### src/rtl/apb_pkg.sv
// rtl/apb_pkg.sv - shared APB types and protection-attribute constants
//
// Purpose: common definitions for blocks on the APB segment.
// Contents:
//   prot_t       - 3-bit APB protection attribute (pprot)
//   PROT_DEFAULT - normal, secure, data access
//   PROT_PRIV    - privileged, secure, data access
package apb_pkg;

  typedef logic [2:0] prot_t;

  localparam prot_t PROT_DEFAULT = 3'b000;
  localparam prot_t PROT_PRIV    = 3'b001;

endpackage : apb_pkg

### src/rtl/apb_req_master.sv
// rtl/apb_req_master.sv - valid/ready request channel to single APB transfers with wait-state timeout
//
// Purpose: initiator end of the APB segment. Accepts one request at a time,
// runs it as an APB SETUP/ACCESS transfer, and returns the completion on a
// valid/ready response channel. A bounded ACCESS wait counter terminates
// transfers to a hung or absent slave.
// Ports:
//   clk_i, rst_ni                    clock, asynchronous active-low reset
//   req_valid_i / req_ready_o        request handshake
//   req_addr_i, req_write_i, req_wdata_i, req_strb_i, req_prot_i
//                                    request fields
//   rsp_valid_o / rsp_ready_i        response handshake
//   rsp_rdata_o, rsp_err_o, rsp_timeout_o
//                                    response fields
//   paddr_o, pprot_o, pwrite_o, pwdata_o, pstrb_o, psel_o, penable_o
//                                    APB request side
//   pready_i, prdata_i, pslverr_i    APB completion side
module apb_req_master
  import apb_pkg::*;
#(
  parameter int ADDR_WIDTH     = 32,
  parameter int DATA_WIDTH     = 32,
  parameter int TIMEOUT_CYCLES = 256,
  parameter int STRB_WIDTH     = DATA_WIDTH / 8
) (
  input  logic                  clk_i,
  input  logic                  rst_ni,

  input  logic                  req_valid_i,
  output logic                  req_ready_o,
  input  logic [ADDR_WIDTH-1:0] req_addr_i,
  input  logic                  req_write_i,
  input  logic [DATA_WIDTH-1:0] req_wdata_i,
  input  logic [STRB_WIDTH-1:0] req_strb_i,
  input  logic [2:0]            req_prot_i,

  output logic                  rsp_valid_o,
  input  logic                  rsp_ready_i,
  output logic [DATA_WIDTH-1:0] rsp_rdata_o,
  output logic                  rsp_err_o,
  output logic                  rsp_timeout_o,

  output logic [ADDR_WIDTH-1:0] paddr_o,
  output logic [2:0]            pprot_o,
  output logic                  pwrite_o,
  output logic [DATA_WIDTH-1:0] pwdata_o,
  output logic [STRB_WIDTH-1:0] pstrb_o,
  output logic                  psel_o,
  output logic                  penable_o,
  input  logic                  pready_i,
  input  logic [DATA_WIDTH-1:0] prdata_i,
  input  logic                  pslverr_i
);

  localparam bit TIMEOUT_EN = (TIMEOUT_CYCLES > 0);
  localparam int WCNT_WIDTH = TIMEOUT_EN ? $clog2(TIMEOUT_CYCLES + 1) : 1;
  localparam logic [WCNT_WIDTH-1:0] WCNT_LAST =
    TIMEOUT_EN ? WCNT_WIDTH'(TIMEOUT_CYCLES - 1) : '0;

  typedef enum logic [1:0] {
    IDLE,
    SETUP,
    ACCESS,
    RESP
  } state_t;

  state_t state_q, state_d;

  // ready is registered so it reads 0 while reset is held and only rises
  // on the first clock in IDLE; it is 1 exactly when state_q is IDLE
  // after that first clock.
  logic ready_q;
  logic accept;
  logic timeout_hit;

  logic [WCNT_WIDTH-1:0] wcnt_q;

  logic [ADDR_WIDTH-1:0] paddr_q;
  prot_t                 pprot_q;
  logic                  pwrite_q;
  logic [DATA_WIDTH-1:0] pwdata_q;
  logic [STRB_WIDTH-1:0] pstrb_q;

  logic [DATA_WIDTH-1:0] rdata_q;
  logic                  err_q;
  logic                  timeout_q;

  assign accept = ready_q && req_valid_i;

  always_comb begin
    state_d     = state_q;
    timeout_hit = 1'b0;
    case (state_q)
      IDLE: begin
        if (accept) state_d = SETUP;
      end
      SETUP: begin
        state_d = ACCESS;
      end
      ACCESS: begin
        // pready wins over a coinciding timeout
        if (pready_i) begin
          state_d = RESP;
        end else if (TIMEOUT_EN && (wcnt_q == WCNT_LAST)) begin
          state_d     = RESP;
          timeout_hit = 1'b1;
        end
      end
      RESP: begin
        if (rsp_ready_i) state_d = IDLE;
      end
      default: state_d = IDLE;
    endcase
  end

  always_ff @(posedge clk_i or negedge rst_ni) begin
    if (!rst_ni) begin
      state_q <= IDLE;
      ready_q <= 1'b0;
    end else begin
      state_q <= state_d;
      ready_q <= (state_d == IDLE);
    end
  end

  // Request fields change only on acceptance and hold their value afterwards.
  always_ff @(posedge clk_i or negedge rst_ni) begin
    if (!rst_ni) begin
      paddr_q  <= '0;
      pprot_q  <= PROT_DEFAULT;
      pwrite_q <= 1'b0;
      pwdata_q <= '0;
      pstrb_q  <= '0;
    end else if (accept) begin
      paddr_q  <= req_addr_i;
      pprot_q  <= req_prot_i;
      pwrite_q <= req_write_i;
      pwdata_q <= req_wdata_i;
      pstrb_q  <= req_write_i ? req_strb_i : '0;
    end
  end

  // Wait counter: cleared in SETUP so it reads 0 in the first ACCESS cycle,
  // then counts ACCESS cycles without pready and saturates.
  always_ff @(posedge clk_i or negedge rst_ni) begin
    if (!rst_ni) begin
      wcnt_q <= '0;
    end else if (state_q == SETUP) begin
      wcnt_q <= '0;
    end else if ((state_q == ACCESS) && !pready_i && (wcnt_q != '1)) begin
      wcnt_q <= wcnt_q + 1'b1;
    end
  end

  // Completion capture happens only in ACCESS, so the APB completion inputs
  // are ignored in every other state.
  always_ff @(posedge clk_i or negedge rst_ni) begin
    if (!rst_ni) begin
      rdata_q   <= '0;
      err_q     <= 1'b0;
      timeout_q <= 1'b0;
    end else if (state_q == ACCESS) begin
      if (pready_i) begin
        rdata_q   <= pwrite_q ? '0 : prdata_i;
        err_q     <= pslverr_i;
        timeout_q <= 1'b0;
      end else if (timeout_hit) begin
        rdata_q   <= '0;
        err_q     <= 1'b1;
        timeout_q <= 1'b1;
      end
    end
  end

  assign req_ready_o   = ready_q;
  assign psel_o        = (state_q == SETUP) || (state_q == ACCESS);
  assign penable_o     = (state_q == ACCESS);
  assign rsp_valid_o   = (state_q == RESP);
  assign rsp_rdata_o   = rdata_q;
  assign rsp_err_o     = err_q;
  assign rsp_timeout_o = timeout_q;
  assign paddr_o       = paddr_q;
  assign pprot_o       = pprot_q;
  assign pwrite_o      = pwrite_q;
  assign pwdata_o      = pwdata_q;
  assign pstrb_o       = pstrb_q;

endmodule : apb_req_master

### config.mk
export PLATFORM = sky130hd
export DESIGN_NAME = apb_req_master
export DESIGN_NICKNAME = d
export VERILOG_FILES = /design/src/rtl/apb_pkg.sv /design/src/rtl/apb_req_master.sv
export SDC_FILE = /design/constraint.sdc
export NUM_CORES = 1
export LEC_CHECK = 0
export CORE_MARGIN = 3
export CORE_UTILIZATION = 35
export DETAILED_ROUTE_END_ITERATION = 6
export GPL_TIMING_DRIVEN = 0
export HOLD_SLACK_MARGIN = 0.12
export PLACE_DENSITY = 0.76
export SLEW_MARGIN = 20
export SYNTH_ARGS = -nofsm -noshare
export SYNTH_HDL_FRONTEND = slang
export SYNTH_SLANG_ARGS = --single-unit
### constraint.sdc
create_clock -name clk_i -period 5.9 [get_ports clk_i]
set_input_delay 1.18 -clock clk_i [delete_from_list [all_inputs] [get_ports clk_i]]
set_output_delay 1.18 -clock clk_i [all_outputs]
set_load 0.02 [all_outputs]
==> reports/metrics.cfg, run 1 <==
[outcome]
status=finished clean

[logic_synthesis]
syn_inst=370
synthFlopType=dfrtp_1
syn_nets=487
ys_async_sr_fraction_pct=100
synth_cell_types=23
synth_edf_count=0
syn_avg_cell_area_um2=12.6
synth-seq-area-share_pct=63.5
synth_seq_cells=118
syn_area_um2=4650
yosys_warnings=0

[cts]
cts_buffers=17
clk_pin_slew_ns=0.05
post_cts_resized=0
cts.sink_count=118
clk_latency_ns=0.40
holdBufCountCts=0
ctsHtreeMaxLevel=4
ctsLongestPathBuffers=2
post_cts_buffers=0
cts_tree=yes
cts_root_buf=clkbuf_16

[grt]
grt_max_degree=66
grt_pass1_vias=3841
grt_overflow=0
antenna_found_initial=0
grt_use_total_pct=17.1
grt_pass1_wl_um=19500

[worst_setup_path]
path_class=flop to primary output
cp_slowest_stage_delay_ns=0.65
cp.arrival_ns=1.90
path_cells=inv_1 -> ha_1 -> clkdlybuf4s50_1
cp.required_ns=4.72
reg2reg_from=wcnt_q[0]
crit_path_top_delay_cell=clkdlybuf4s50_1
crit_path_max_fanout=5
critPathLaunchType=flop
crit_buf_inv=2
crit_family=buffers and inverters
crit_path_end_kind=primary output
crit_path_start=state_q[0]

[final_layout]
drive_gt1_share_pct=18.7
areaGrowthSynthToFinish_pct=65.4
fin_util_pct=60.0
insertedDiodeCount=0
layout.nets=726
fill_cells=1014

[place]
post-dp-hpwl_um=9500
placement.io_buffers=219
place.gp.congestion=0.791

[sta]
relSlewSlack_pct=65.7
finClkSkew_ns=0.00678
finalHoldViolCount=0
finalCritPeriodShare_pct=52.3
setup_viol=0
hold_ws_ns=0.476
finalMaxSlewViolations=0
rsz0062_at_grt=false
finalSetupTns_ns=0
max_freq_mhz=324
tightest_slew_ns=0.515
finalCriticalPeriod_ns=3.08

[detailed_routing]
ant_nets=0
routed_wl_um=12500
drtPass1Iterations=4
drt-vias-per-instance=4.63
vias=3667
avgRoutedWirePerCell_um=15.8
drc=0
drt_iter0_drc=184

[min_path]
hold_class=flop to flop
min_from=rsp_rdata_o[3]

[floorplan]
dieArea_um2=14700
dieWidth_um=121
die_y_um=121
core_area_um2=12800
pin_count=220
num_rows=41
start_util_pct=36.3

[pwr]
power.density_nw_per_um2=571
p_leak_nw=3.30
max-vdd-ir-drop_mv=0.294

[job]
cap_violations=0

## per-stage QoR
step / instance area (µm²) / std cells / worst slack, ns / power [mW]
6_report: 7690 / 792 / 2.82 / 4.39
5_1_grt: 7690 / 792 / 2.72 / 4.63
4_1_cts: 7690 / 792 / 2.80 / 4.45
3_5_place_dp: 7090 / 762 / 3.00 / 3.38
3_3_place_gp: 7060 / 761 / -0.738 / 3.32
2_1_floorplan: 4650 / 370 / 3.73 / 2.36
## worst reg2reg max path, stage by stage (launching register included)
cell and delay (ns):
dfrtp_1 0.40, ha_1 0.26, and3_1 0.16, and3_1 0.20
ha_1 0.19, o21ai_2 0.26, buf_2 0.29, buf_2 0.26
nand2_1 0.08, o21ai_1 0.10
## final cells by class
type	count	area, µm²	share of cell area (%)
plain buffers	20	100	1.30
clock buffers	21	480	6.25
clock inverters	9	125	1.63
inverters	4	15.0	0.195
multi-input cells	228	1580	20.6
flip-flops and latches	118	2950	38.4
well taps	172	215	2.80
repair buffers	220	2220	28.9
## where the power goes
group | switching [mW] | internal (mW)
Combinational | 0.965 | 1.00
Sequential | 0.196 | 1.19
Clock | 0.336 | 0.700
## registers in the layout, summed over array words and instances, names as in the netlist
name / flops
wcnt_q: 9
state_q: 2
pwrite_o: 1
paddr_o: 32
pprot_o: 3
rsp_err_o: 1
rsp_rdata_o: 32
req_ready_o: 1
rsp_timeout_o: 1
pwdata_o: 32
pstrb_o: 4
## per-layer routing
metal / vias to the layer above / wire length (µm) / GRT usage, %
met5: - / 0 / 0
met4: 0 / 248 / 7.28
met3: 18 / 835 / 5.83
met2: 127 / 6640 / 29.6
met1: 1799 / 4780 / 19.2
li1: 1723 / - / -
## kinds of logic after synthesis
kind of cell,share of synthesized area (%)
XOR/XNOR,1.32
adder cells (fa/ha/maj),1.88
AND/OR/NAND/NOR,9.12
flip-flops,63.5
multiplexers,16.9
buffers and inverters,2.47
AO/OA/AOI/OAI,4.82
## placed cells by master (no fill, tap or decap), drive strengths merged, types with 2 or more instances in the layout
| cell | instances |
|---|---|
| and3 | 5 |
| buf | 17 |
| bufinv | 3 |
| clkbuf | 26 |
| clkdlybuf4s50 | 218 |
| clkinv | 4 |
| clkinvlp | 2 |
| dfrtp | 118 |
| ha | 7 |
| inv | 4 |
| mux2 | 68 |
| mux2i | 2 |
| nand2 | 77 |
| nand4 | 4 |
| nor2 | 11 |
| nor2b | 3 |
| o21ai | 40 |
| xor2 | 6 |
## final timing paths
| kind | end | slack [ns] | depth (start not counted) |
|---|---|---|---|
| min in group asynchronous | paddr_o[4] | 0.73 | 1 |
| hold reg to reg | rsp_rdata_o[3] | 0.48 | 2 |
| max in group asynchronous | paddr_o[3] | 4.50 | 2 |
| hold / removal | rsp_rdata_o[3] | 0.48 | 2 |
| setup / recovery | penable_o | 2.82 | 3 |
| setup reg to reg | rsp_rdata_o[27] | 3.61 | 9 |
## cell usage after synthesis, types with 3 or more instances
library cell	n	share of area (%)
mux2_2	68	16
inv_1	4	0.32
nand2_1	77	6.2
buf_4	3	0.48
ha_1	7	1.9
nor2_1	11	0.89
nor2b_1	3	0.40
o21ai_0	34	3.7
o21ai_1	5	0.54
xor2_1	6	1.1
dfrtp_1	118	63
buf_2	11	1.2
clkbuf_1	5	0.40
and3_1	5	0.67
nand4_1	4	0.54
Note: power is estimated with default switching activity, not from simulation.
==> run 2: changes to the inputs <==
--- a/config.mk
+++ b/config.mk
@@ -10,7 +10,7 @@
 export DETAILED_ROUTE_END_ITERATION = 6
 export GPL_TIMING_DRIVEN = 0
 export HOLD_SLACK_MARGIN = 0.12
-export PLACE_DENSITY = 0.76
+export PLACE_DENSITY = 0.79
 export SLEW_MARGIN = 20
 export SYNTH_ARGS = -nofsm -noshare
 export SYNTH_HDL_FRONTEND = slang
==> constraint.sdc (replaced) <==
create_clock -name clk_i -period 2.6 [get_ports clk_i]
set_input_delay 0.52 -clock clk_i [delete_from_list [all_inputs] [get_ports clk_i]]
set_output_delay 0.52 -clock clk_i [all_outputs]
set_load 0.02 [all_outputs]
==> run 2 against run 1 <==
  * Clock-buffer cell count rose by 3
  * Clock power rose by 100%
  * Total power rose by 120%
  * Combinational power rose by 130%
  * Worst setup slack got worse by 2.6 ns
  * Hold slack got worse by 0.0015 ns
  * Critical path depth did not move
  * Die area did not move
  * Critical path type unchanged
==> reports/metrics.cfg, run 2 (synthesized netlist as in run 1, its figures left out) <==
[grt]
antenna_found_initial=0  ; unchanged
grt_use_total_pct=16.8  ; -0.34 points
grt_overflow=0  ; unchanged
grt_pass1_wl_um=19200  ; -1.7%
grt_max_degree=66  ; unchanged
grt_pass1_vias=3847  ; +0.16%

[worst_setup_path]
reg2reg_from=wcnt_q[0]
r2r_cells=9  ; unchanged
reg2reg_setup_slack_ns=0.41  ; -3.20 ns
crit_path_end_kind=primary output
cp.arrival_ns=1.88  ; -0.02 ns
r2r-end=rsp_rdata_o[24]
crit_path_max_fanout=5  ; unchanged
cp.required_ns=2.08  ; -2.64 ns
cp-endpoint=penable_o
critPathLaunchType=flop
crit_path_start=state_q[0]
path_class=flop to primary output

[floorplan]
start_util_pct=36.3  ; unchanged
pin_count=220  ; unchanged
num_rows=41  ; unchanged
core_area_um2=12800  ; unchanged
dieWidth_um=121  ; unchanged
die_y_um=121  ; unchanged
dieArea_um2=14700  ; unchanged

[detailed_routing]
avgRoutedWirePerCell_um=15.4  ; -2.7%
drt_iter0_drc=178  ; -3.3%
routed_wl_um=12200  ; -2.7%
vias=3674  ; +0.19%
drt-vias-per-instance=4.64  ; +0.19%
drtPass1Iterations=4  ; unchanged
ant_nets=0  ; unchanged
drc=0  ; unchanged

[pwr]
power.density_nw_per_um2=1270  ; +120%
max-vdd-ir-drop_mv=0.597  ; +100%
p_leak_nw=3.27  ; -0.81%

[place]
dp_cells=762  ; unchanged
post-dp-hpwl_um=9270  ; -2.5%
place.gp.congestion=0.752  ; -4.9%
placement.io_buffers=219  ; unchanged

[sta]
rsz0062_at_grt=false
finalCritPeriodShare_pct=92.3
relSlewSlack_pct=65.5  ; -0.16 points
setup_viol=0  ; unchanged
hold_ws_ns=0.475  ; -0.00146 ns
tightest_slew_ns=0.517  ; +0.00239 ns
finClkSkew_ns=0.00609  ; -0.000693 ns
finalMaxSlewViolations=0  ; unchanged
finalCriticalPeriod_ns=2.40
finalHoldViolCount=0  ; unchanged
max_freq_mhz=417

[job]
cap_violations=0  ; unchanged

[cts]
ctsLongestPathBuffers=2  ; unchanged
cts_buffers=17  ; unchanged
post_cts_resized=0  ; unchanged
clk_pin_slew_ns=0.05  ; about the same
ctsHtreeMaxLevel=4  ; unchanged
cts_tree=yes
cts.sink_count=118  ; unchanged
clk_latency_ns=0.41  ; about the same
cts_root_buf=clkbuf_16

[final_layout]
fill_cells=1033  ; +1.9%
areaGrowthSynthToFinish_pct=64.0
drive_gt1_share_pct=17.9  ; -0.81 points
insertedDiodeCount=0  ; unchanged
layout_common_cells=clkdlybuf4s50_1, dfrtp_1, nand2_1
final_cell_count_no_fill=792  ; unchanged
layout.nets=727  ; +0.14%
final_common_cell=clkdlybuf4s50_1

[min_path]
hold_class=flop to flop

[outcome]
status=finished clean

==> run 2: layout make-up <==
type	count	area [µm²]	share of cell area, %
clock inverters	5	50.0	0.656
inverters	4	15.0	0.197
multi-input cells	228	1580	20.7
well taps	172	215	2.82
flip-flops and latches	118	2950	38.7
clock buffers	24	482	6.31
repair buffers	221	2230	29.2
plain buffers	20	100	1.31
==> run 2: power breakdown <==
group | internal [mW] | total (mW) | switching (mW)
registers | 2.69 | 3.14 | 0.448
logic | 2.28 | 4.47 | 2.18
clock network | 1.36 | 2.09 | 0.731
total | 6.34 | 9.70 | 3.36
==> run 2: worst min path at each step <==
stage,depth (start not counted),start,slack (ns),to
after CTS,2,rsp_rdata_o[14],0.48,rsp_rdata_o[14]
after floorplan,0,rst_ni,0.22,paddr_o[0]
after global placement,2,pstrb_o[2],0.47,pstrb_o[2]
final,2,rsp_rdata_o[14],0.47,rsp_rdata_o[14]
after global routing,1,paddr_o[31],0.51,paddr_o[31]
after detailed placement,2,rsp_rdata_o[14],0.47,rsp_rdata_o[14]
==> run 2: critical path: stages (launching register included) <==
cell	delay, ns
dfrtp_1	0.41
inv_1	0.12
ha_1	0.29
clkdlybuf4s50_1	0.66
==> run 2: timing repair <==
item | 4_1_cts | 5_1_grt
endpoints found under the hold margin | 53 | 0
hold buffers | 1 | 0
buffers inserted | 0 | 0
==> run 2: metal layers <==
metal  vias up  GRT usage [%]  part of all wire [%]
met5         -              0                     0
met4         0           7.77                   2.9
met3        30           6.25                   7.3
met2       141           28.0                    50
met1      1776           19.1                    40
li1       1727              -                     -
==> run 2: stage by stage <==
stage / util, % / worst slack, ns / TNS [ns] / area [µm²] / power, mW
floorplan: - / 0.655 / 0 / 4650 / 5.36
global placement: 55.0 / -3.40 / -399.40 / 7060 / 7.53
detailed placement: 55.3 / 0.387 / 0 / 7090 / 7.68
CTS: 59.5 / 0.161 / 0 / 7630 / 9.82
global route: 59.5 / 0.0777 / 0 / 7630 / 10.2
finish: 59.5 / 0.199 / 0 / 7630 / 9.70
==> run 3: changes to the inputs <==
--- a/config.mk
+++ b/config.mk
@@ -10,6 +10,7 @@
 export DETAILED_ROUTE_END_ITERATION = 6
 export GPL_TIMING_DRIVEN = 0
 export HOLD_SLACK_MARGIN = 0.12
+export MAX_ROUTING_LAYER = met4
 export PLACE_DENSITY = 0.79
 export SLEW_MARGIN = 20
 export SYNTH_ARGS = -nofsm -noshare
==> run 3 against run 2 <==
  * Sequential power barely moved
  * Die area is the same
  * Combinational power barely moved
  * Critical endpoint unchanged
  * Fmax is essentially flat
  * Sequential cell count unchanged
  * Global-route usage grew 0.47 points
  * Critical path type unchanged
  * Hold slack hardly changed
  * Via count about the same
  * Highest routed layer unchanged
  * First-iteration DRC count grew 5.6%
  * Non-clock buffer count did not move
==> reports/metrics.cfg, run 3 (synthesized netlist as in run 1, its figures left out) <==
[pwr]
power.density_nw_per_um2=1270  ; about the same
p_leak_nw=3.27  ; unchanged
max-vdd-ir-drop_mv=0.594  ; -0.49%

[detailed_routing]
drt_iter0_drc=188  ; +5.6%
routed_wl_um=12200  ; about the same
drt-vias-per-instance=4.64  ; about the same
avgRoutedWirePerCell_um=15.3  ; about the same
ant_nets=0  ; unchanged
vias=3673  ; -0.027%
drtPass1Iterations=4  ; unchanged
drc=0  ; unchanged

[cts]
clk_pin_slew_ns=0.05  ; about the same
cts_buffers=17  ; unchanged
cts.sink_count=118  ; unchanged
cts_root_buf=clkbuf_16
cts_tree=yes
ctsLongestPathBuffers=2  ; unchanged
clk_latency_ns=0.40  ; about the same
post_cts_buffers=0  ; unchanged
ctsHtreeMaxLevel=4  ; unchanged

[grt]
antenna_found_initial=0  ; unchanged
grt_max_degree=66  ; unchanged
grt_pass1_wl_um=19200  ; about the same
grt_overflow=0  ; unchanged
grt_pass1_vias=3846  ; -0.026%
grt_use_total_pct=17.2  ; +0.47 points

[worst_setup_path]
path_class=flop to primary output
path_cells=inv_1 -> ha_1 -> clkdlybuf4s50_1
crit_path_end_kind=primary output
crit_path_max_fanout=5  ; unchanged
crit_path_top_delay_cell=clkdlybuf4s50_1
cp.required_ns=2.08  ; about the same
cp_slowest_stage_delay_ns=0.66  ; about the same
crit_buf_inv=2  ; unchanged
crit_family=buffers and inverters
critPathLaunchType=flop
cp.arrival_ns=1.88  ; about the same

[sta]
finalCritPeriodShare_pct=92.4  ; about the same
finClkSkew_ns=0.00608  ; -0.00000305 ns
setup_viol=0  ; unchanged
finalMaxSlewViolations=0  ; unchanged
finalSetupTns_ns=0  ; unchanged
tightest_slew_ns=0.515  ; -0.00254 ns
rsz0062_at_grt=false
finalCriticalPeriod_ns=2.40  ; +0.00133 ns
max_freq_mhz=416  ; about the same
finalHoldViolCount=0  ; unchanged
relSlewSlack_pct=65.7  ; +0.17 points

[min_path]
hold_class=flop to flop

[place]
post-dp-hpwl_um=9270  ; unchanged
placement.io_buffers=219  ; unchanged
place.gp.congestion=0.761  ; +1.3%

[final_layout]
drive_gt1_share_pct=17.9  ; unchanged
layout.nets=727  ; unchanged
fin_util_pct=59.5  ; unchanged
layout_common_cells=clkdlybuf4s50_1, dfrtp_1, nand2_1
fill_cells=1033  ; unchanged
areaGrowthSynthToFinish_pct=64.0  ; unchanged
insertedDiodeCount=0  ; unchanged
final_common_cell=clkdlybuf4s50_1

[floorplan]
dieArea_um2=14700  ; unchanged
dieWidth_um=121  ; unchanged
die_y_um=121  ; unchanged
num_rows=41  ; unchanged
pin_count=220  ; unchanged
core_area_um2=12800  ; unchanged
start_util_pct=36.3  ; unchanged

[job]
cap_violations=0  ; unchanged

[outcome]
status=finished clean

## run 3: final timing paths
| path | start | to | slack, ns | cells after the start |
|---|---|---|---|---|
| max in group asynchronous | rst_ni | pwdata_o[19] | 1.26 | 3 |
| min in group asynchronous | rst_ni | rsp_rdata_o[27] | 0.65 | 2 |
| worst min register to register | rsp_rdata_o[14] | rsp_rdata_o[14] | 0.48 | 2 |
| worst max-delay path | state_q[0] | penable_o | 0.20 | 3 |
| worst max register to register | wcnt_q[0] | rsp_rdata_o[24] | 0.40 | 9 |
| worst min-delay path | rsp_rdata_o[14] | rsp_rdata_o[14] | 0.48 | 2 |
## run 3: power breakdown
group          internal [mW]  switching (mW)  total, mW  leakage, nW
Sequential              2.69           0.448       3.14         1.47
Clock                   1.36           0.731       2.09        0.266
Combinational           2.28            2.19       4.47         1.54
Total                   6.34            3.37       9.70         3.27
## run 3: routing by layer
metal	up-vias	share of wire, %	track usage, %	wire length, µm
met4	0	2.8	7.77	346
met5	-	0	-	0
met1	1772	40	19.7	4920
li1	1724	-	-	-
met3	29	6.6	5.36	799
met2	148	50	28.0	6100
## run 3: what timing repair did
action,in CTS,in global routing
hold buffers,1,0
endpoints found under the hold margin,53,0
resized for setup,0,0
endpoints found under the setup margin,0,0
## run 3: layout make-up
type                    count  area (µm²)  area share (%)
flip-flops and latches    118        2950            38.7
well taps                 172         215            2.82
clock inverters             5        50.0           0.656
plain buffers              20         100            1.31
multi-input cells         228        1580            20.7
clock buffers              24         482            6.31
repair buffers            221        2230            29.2
inverters                   4        15.0           0.197
## run 3: worst min-delay path: stages, from the launching register on
cell and delay, ns:
dfrtp_1 0.34, nand2_1 0.05, o21ai_0 0.06
## run 3: per-stage QoR
| stage | cell area, µm² | hold slack (ns) | worst slack (ns) | power (mW) | cells |
|---|---|---|---|---|---|
| final | 7630 | 0.475 | 0.198 | 9.70 | 792 |
| after global routing | 7630 | 0.508 | 0.0777 | 10.2 | 792 |
| after CTS | 7630 | 0.481 | 0.161 | 9.82 | 792 |
| after detailed placement | 7090 | 0.469 | 0.387 | 7.68 | 762 |
| after global placement | 7060 | 0.465 | -3.40 | 7.53 | 761 |
| after floorplan | 4650 | 0.224 | 0.655 | 5.36 | 370 |
